--- src/rtl/uart_tx_fifo.sv ---
// uart_tx_fifo: byte FIFO that drains into a UART serializer through a one-cycle load strobe.
// Define UART_TXFIFO_IRQ_EN to build the armed low-watermark irq; otherwise irq is tied low.
//   state     | meaning
//   IDLE      | waiting for data and an idle serializer
//   LOAD      | pop one byte into tx_data and pulse tx_en
//   WAIT_BUSY | waiting for the serializer to raise busy, bounded by BUSY_TMO
//   WAIT_DONE | frame in flight, waiting for busy to fall
module uart_tx_fifo #(
  parameter int DEPTH    = 16,
  parameter int AW       = 4,
  parameter int LOW_WM   = 4,
  parameter int BUSY_TMO = 15
) (
  input  logic          clk,
  input  logic          rstn,
  input  logic          wr_en,
  input  logic [7:0]    wr_data,
  input  logic          clr,
  input  logic          tx_busy,
  output logic [7:0]    tx_data,
  output logic          tx_en,
  output logic          full,
  output logic          empty,
  output logic [AW:0]   level,
  output logic          overflow,
  output logic          irq
);
  typedef enum logic [1:0] {IDLE, LOAD, WAIT_BUSY, WAIT_DONE} state_t;

  localparam logic [AW:0] DEPTH_L  = (AW+1)'(DEPTH);
  localparam logic [3:0]  TMO_LAST = 4'(BUSY_TMO - 1);

  logic [7:0]    mem [DEPTH];
  logic [AW-1:0] rd_ptr, wr_ptr;
  logic [3:0]    tmo_cnt;
  state_t        state;
  logic          push, pop;
  logic [AW:0]   level_nxt;

  // full is the registered flag, so a pop on the same edge never frees room for a push
  assign push = wr_en && !full && !clr;
  assign pop  = (state == LOAD) && !clr;

  always_comb begin
    level_nxt = level;
    if (clr)
      level_nxt = '0;
    else if (push && !pop)
      level_nxt = level + 1'b1;
    else if (pop && !push)
      level_nxt = level - 1'b1;
  end

  always_ff @(posedge clk) begin
    if (push)
      mem[wr_ptr] <= wr_data;
  end

  always_ff @(posedge clk or negedge rstn) begin
    if (!rstn) begin
      rd_ptr   <= '0;
      wr_ptr   <= '0;
      level    <= '0;
      full     <= 1'b0;
      empty    <= 1'b1;
      overflow <= 1'b0;
    end else begin
      level <= level_nxt;
      full  <= (level_nxt == DEPTH_L);
      empty <= (level_nxt == '0);
      if (clr) begin
        rd_ptr   <= '0;
        wr_ptr   <= '0;
        overflow <= 1'b0;
      end else begin
        if (push)
          wr_ptr <= wr_ptr + 1'b1;
        if (pop)
          rd_ptr <= rd_ptr + 1'b1;
        if (wr_en && full)
          overflow <= 1'b1;
      end
    end
  end

  always_ff @(posedge clk or negedge rstn) begin
    if (!rstn) begin
      state   <= IDLE;
      tmo_cnt <= '0;
      tx_en   <= 1'b0;
      tx_data <= '0;
    end else begin
      tx_en <= 1'b0;
      case (state)
        IDLE:
          if (!clr && !empty && !tx_busy)
            state <= LOAD;
        LOAD:
          if (clr) begin
            state <= IDLE;
          end else begin
            tx_data <= mem[rd_ptr];
            tx_en   <= 1'b1;
            tmo_cnt <= '0;
            state   <= WAIT_BUSY;
          end
        WAIT_BUSY:
          if (clr)
            state <= IDLE;
          else if (tx_busy)
            state <= WAIT_DONE;
          else if (tmo_cnt == TMO_LAST)
            state <= IDLE;
          else
            tmo_cnt <= tmo_cnt + 1'b1;
        // clr does not abort a frame already shifting
        WAIT_DONE:
          if (!tx_busy)
            state <= IDLE;
        default:
          state <= IDLE;
      endcase
    end
  end

`ifdef UART_TXFIFO_IRQ_EN
  localparam logic [AW:0] LOW_WM_L = (AW+1)'(LOW_WM);

  logic arm, arm_nxt;

  // arm keeps a never-written FIFO quiet; it drops once everything has drained
  always_comb begin
    arm_nxt = arm;
    if (push)
      arm_nxt = 1'b1;
    else if (level == '0 && state == IDLE)
      arm_nxt = 1'b0;
  end

  always_ff @(posedge clk or negedge rstn) begin
    if (!rstn) begin
      arm <= 1'b0;
      irq <= 1'b0;
    end else begin
      arm <= arm_nxt;
      irq <= arm_nxt && (level_nxt <= LOW_WM_L);
    end
  end
`else
  assign irq = 1'b0;
`endif

endmodule

--- config.mk ---
export PLATFORM = sky130hd
export DESIGN_NAME = uart_tx_fifo
export DESIGN_NICKNAME = d
export VERILOG_FILES = /design/src/rtl/uart_tx_fifo.sv
export SDC_FILE = /design/constraint.sdc
export NUM_CORES = 1
export LEC_CHECK = 0
export ABC_AREA = 0
export CAP_MARGIN = 20
export CORE_UTILIZATION = 62
export CTS_BUF_LIST = sky130_fd_sc_hd__clkbuf_2 sky130_fd_sc_hd__clkbuf_4 sky130_fd_sc_hd__clkbuf_8
export DETAILED_ROUTE_END_ITERATION = 7
export PLACE_DENSITY = 0.82
export REMOVE_ABC_BUFFERS = 1
export SYNTH_ARGS = -nofsm -noshare
export SYNTH_HDL_FRONTEND = slang
export SYNTH_SLANG_ARGS = --single-unit
export TNS_END_PERCENT = 100
--- constraint.sdc ---
create_clock -name clk -period 2.1 [get_ports clk]
set_clock_uncertainty 0.05 [all_clocks]
set_input_delay 0.21 -clock clk [delete_from_list [all_inputs] [get_ports clk]]
set_output_delay 0.21 -clock clk [all_outputs]
set_load 0.02 [all_outputs]
-- After elaboration in Yosys (flattened, before gate mapping)
Memory sizes are Yosys's and may differ from the RTL's. A register that Yosys moved wholly into a read port is not among the register bits.
Cells that the tools add are included.
- $add $sub $neg: 5
- $mul: 0
- div/mod/pow operators: 0
- magnitude comparators: 0
- eq/ne operators: 12
- shift-type cells: 0
- multiplexer cells: 25
- bitwise operators: 1
- reductions and logical operators: 24
- operators with widths (cell ; count):
    2-to-1 mux 4 bit ; 8
    2-to-1 mux 5 bit ; 3
    adder 4 x 1 -> 4 bit, second input constant ; 3
    2-to-1 mux 2 bit ; 6
    != test 2 bit, second input constant ; 6
    logical AND 1 bit ; 8
    one-hot mux 2 bit (4 select lines) ; 1
    one-hot mux 4 bit (2 select lines) ; 1
    nonzero test 2 bit ; 4
    zero test 1 bit ; 7
    2-to-1 mux 1 bit ; 6
    adder 5 x 1 -> 5 bit, second input constant ; 1
    == test 5 bit, second input constant ; 1
    zero test 5 bit ; 1
    AND reduction 5 bit ; 1
    subtractor 5 x 1 -> 5 bit, second input constant ; 1
    == test 2 bit, second input constant ; 2
    == test 4 bit, second input constant ; 1
    != test 4 bit, second input constant ; 1
    AND reduction 3 bit ; 1
    == test 2 x 1 -> 1 bit, second input constant ; 1
    zero test 2 bit ; 1
    AND reduction 2 bit ; 1
    NOT 1 bit ; 1
- flip-flop bits (word level): 23
- latch bits: 0
- memory bits (writable): 128
- bits in read-only memories: 0
- memories kept: 1
- memory list (memory ; depth ; bits a word ; rd ports ; clocked after memory_dff ; wr ports ; RTL line ; source):
    mem ; 16 ; 8 ; 1 ; 1 ; 1 ; 33 ; logic [7:0] mem [DEPTH];

-- Depth between registers and ports, before layout
- word-level depth: 9
- mapped depth: 7

-- Worst setup path before layout
Ideal clock, no wire load.
- path kind: register -> register
- from: register rd_ptr[0]
- to: register tx_data[5] (read register of mem)
- library setup time: 122 ps
- data arrival time: 1708 ps
- required time: 1928 ps
- slack: 220 ps
- cell stages (with the launch flop): 7
- buffers on the path: 2
- path through: dfrtp_1 > buf_2 > buf_2 > mux4_2 > mux2_2 > o22ai_1 > nor2_1
- RTL lines (element ; RTL line ; source):
    from (decl) ; 34 ; logic [AW-1:0] rd_ptr, wr_ptr;
    from (signal assigned) ; 79 ; rd_ptr <= rd_ptr + 1'b1;
    to (decl) ; 20 ; output logic [7:0] tx_data,

-- Worst setup path in the final report
- from: register state[1]
- to: register full
- longest elaborated chain between the ends: 7
- elaborated cells on any way between the ends: 9
- RTL lines (element ; RTL line ; source):
    from (decl) ; 36 ; state_t state;
    from (signal assigned) ; 88 ; state <= IDLE;
    from (signal assigned) ; 97 ; state <= LOAD;
    from (signal assigned) ; 100 ; state <= IDLE;
    == test 2 x 1 -> 1 bit * ; 42 ; assign pop = (state == LOAD) && !clr;
    logical AND 1 bit * ; 42 ;
    logical AND 1 bit or zero test 1 bit (tied branches) ; 50, 48 ;
    2-to-1 mux 5 bit or logical AND 1 bit (tied branches) ; 50, 48 ;
    2-to-1 mux 5 bit * ; 48 ; else if (push && !pop)
    2-to-1 mux 5 bit * ; 46 ; if (clr)
    via level_nxt[3] ; 38 ; logic [AW:0] level_nxt;
    == test 5 bit * ; 69 ; full <= (level_nxt == DEPTH_L);
    to (signal assigned) ; 69 ;
    to (decl) ; 22 ; output logic full,
The timed path passes the listed nets; every way through them passes the cells marked *.
A chain may end at the register's enable or synchronous reset.

==> impl_metrics.csv <==
group,metric,value,unit
outcome,status,"finished clean",
routing,drtPass1Iterations,7,
cells_and_area,seq_area,4620,um2
worst_setup_path,crit_chain,"nand2b_4, nand2_4, o41a_1, mux2_4, nor4b_2",
clock_tree,cts_tree,"yes",
synth,synth_common_cells,"128 x edfxtp_1, 41 x nor2_1, 33 x mux2i_1, 30 x dfrtp_1, 24 x o22ai_1",
placement,dpl.hpwl,9110,um
synth,async_flop_share,0.195,
clock_tree,cts_buffers,17,
floorplanning,coreArea,9950,um2
power,leakage,2.56,nW
power,p_per_area,968,nW/um2
sta,drv_slew,0,
worst_setup_path,worst-path-max-fanout,7,
routing,drt-vias-per-instance,6.14,
sta,setup_tns,0,ns
synth,synth_cell_types,46,
worst_setup_path,slowest_delay,0.50,ns
clock_tree,ctsResizeCount,0,
clock_tree,max-clock-path-buffers,2,
synth,synth_top_family_by_area,"multiplexers",
clock_tree,cts_hold_buf,0,
power,vdd_drop_max,0.449,mV
synth,synthAdderAreaFrac,0.0173,
worst_setup_path,cp_top_family,"simple AND/OR/NAND/NOR gates",
synth,synth_compound_area_frac,0.0428,
routing,num_vias,3750,
routing,routed_wl,13700,um
sta,slew_headroom,0.507,
synth,syn_inst,404,
synth,ys_seq_area_frac,0.712,
synth,yosysTopAreaCell,"edfxtp_1",
cells_and_area,syn2layout_area_growth,15.4,%
worst_setup_path,critPathRequiredTime,2.40,ns
synth,synth_area,6490,um2
min_path,hold_class,"input port to asynchronous set/reset pin",
synth,yosysWarnings,0,
cells_and_area,n_antenna_cell,0,
synth,synth_most_common_cell,"edfxtp_1",
flow_run,maxCapViolations,0,
cells_and_area,nFillCells,543,
grt,antenna_found_initial,0,
grt,grt_max_degree,32,
synth,synthSimpleGateAreaFrac,0.0751,
placement,place_congestion,0.887,
worst_setup_path,slowest_stage,"dfrtp_1",
synth,synthMuxAreaShare,0.124,
sta,rsz0062_at_grt,"no",
cells_and_area,finalInstanceArea,7490,um2
sta,hold_slack,0.117,ns
floorplanning,initial_core_util,0.652,
routing,wl_per_cell,22.4,um
placement,post-place-ws,-0.0129,ns
worst_setup_path,crit_type,"register to register",
synth,synthXorXnorAreaFrac,0.00944,
placement,place_area,7120,um2
clock_tree,post_cts_buffers,0,
cells_and_area,multi_input_comb_area,1750,um2
sta,clock.fmax,527,MHz
worst_setup_path,end_kind,"register",
sta,worst_slack,0.202,ns
grt,grt.total_usage,0.270,
synth,ys_ff_latch,159,
routing,postRouteAntennaNets,0,
clock_tree,clk_pin_slew,0.08,ns
grt,grt_pass1_vias,3860,
sta,setup_viol,0,
cells_and_area,nets,487,
grt,grt_pass1_wl,21300,um
floorplanning,num_rows,36,
placement,portBuffers,29,
worst_setup_path,arrival,2.20,ns
sta,worst_pin_slew,0.738,ns
floorplanning,dieArea,10900,um2
clock_tree,clockRootBuffer,"clkbuf_8",
sta,period_share,0.904,
synth,netlist.area_leader.share,0.592,
routing,drt_iter0_markers,366,
floorplanning,die_w,104,um
sta,layout_min_cycle_time,1.90,ns
routing,drc,0,
clock_tree,htree_num_levels,4,
sta,hold_viol_final,0,
cells_and_area,drive_above_1_share,0.203,
floorplanning,io_pins,31,
synth,synth-main-ff-cell,"edfxtp_1",
synth,synth_area_per_cell,16.1,um2
floorplanning,dieHeight,104,um
clock_tree,cts.sinks,159,
worst_setup_path,startpoint_type,"register",
synth,synth.area.top_cells,"edfxtp_1 59%, dfrtp_1 12%, mux4_2 5.5%",
grt,grt_overflow,0,
worst_setup_path,cp_num_buf_inv,0,
clock_tree,clk_latency,0.44,ns
synth,synth_edf_count,128,
## metrics by stage
step / utilization / power, mW / cells
2_1_floorplan: - / 4.61 / 384
3_3_place_gp: 0.716 / 5.14 / 579
3_5_place_dp: 0.716 / 5.20 / 579
4_1_cts: 0.753 / 7.25 / 611
5_1_grt: 0.753 / 7.50 / 611
6_report: 0.753 / 7.25 / 611
## sequential cells by signal, indices dropped and copies added, names as in the netlist
register,flops
tmo_cnt,4
level,5
state,2
tx_data,8
tx_en,1
full,1
empty,1
mem,128
rd_ptr,4
wr_ptr,4
overflow,1
## per-layer routing
metal,vias to the layer above,global-route usage,part of all wire
li1,1668,-,-
met1,1871,0.358,0.40
met2,187,0.443,0.51
met3,24,0.0501,0.072
met4,0,0.109,0.020
met5,-,0,0
## worst paths after layout
check	slack, ns	end	start	cells after the start
min in group clk	0.45	state[0]	tx_busy	3
setup reg to reg	0.20	full	state[1]	5
hold reg to reg	0.47	overflow	overflow	2
max in group asynchronous	1.54	empty	rstn	2
setup / recovery	0.20	full	state[1]	5
hold / removal	0.12	tmo_cnt[0]	rstn	2
## final cells by class
type	count	area share
clock buffer	18	0.0322
inverter	6	0.00301
tap	133	0.0222
clock inverter	14	0.0167
sequential	159	0.617
timing repair buffer	62	0.0751
multi-input combinational	219	0.234
## power by group
part	internal, mW	leakage (nW)	total, mW	switching (mW)
Clock	1.04	0.178	2.11	1.07
Combinational	0.673	0.825	1.42	0.745
Sequential	3.58	1.55	3.72	0.143
## cells by family after synthesis
family	count (synthesis)
flip-flops	159
AND/OR/NAND/NOR	98
multiplexers	59
AO/OA/AOI/OAI	45
buffers and inverters	26
adder cells (fa/ha/maj)	9
XOR/XNOR	7
other	1
## cells in the final DEF (no fill, tap or decap), types with 3 or more instances in the layout
cell / count
clkbuf_8: 17
nor2_1: 41
mux2i_1: 33
mux4_2: 16
nand2b_1: 4
inv_1: 6
or3_1: 3
nand3_1: 5
o22ai_1: 24
buf_4: 31
clkdlybuf4s50_1: 29
nand3b_1: 3
xor2_1: 4
dfrtp_1: 29
nor3_1: 9
edfxtp_1: 128
nand2_1: 16
mux2_2: 9
a21oi_1: 7
o21ai_0: 7
clkinv_1: 4
ha_1: 9
clkinvlp_4: 4
xnor2_1: 3
clkinv_2: 4
No activity file was read; power rests on OpenSTA's default activity.
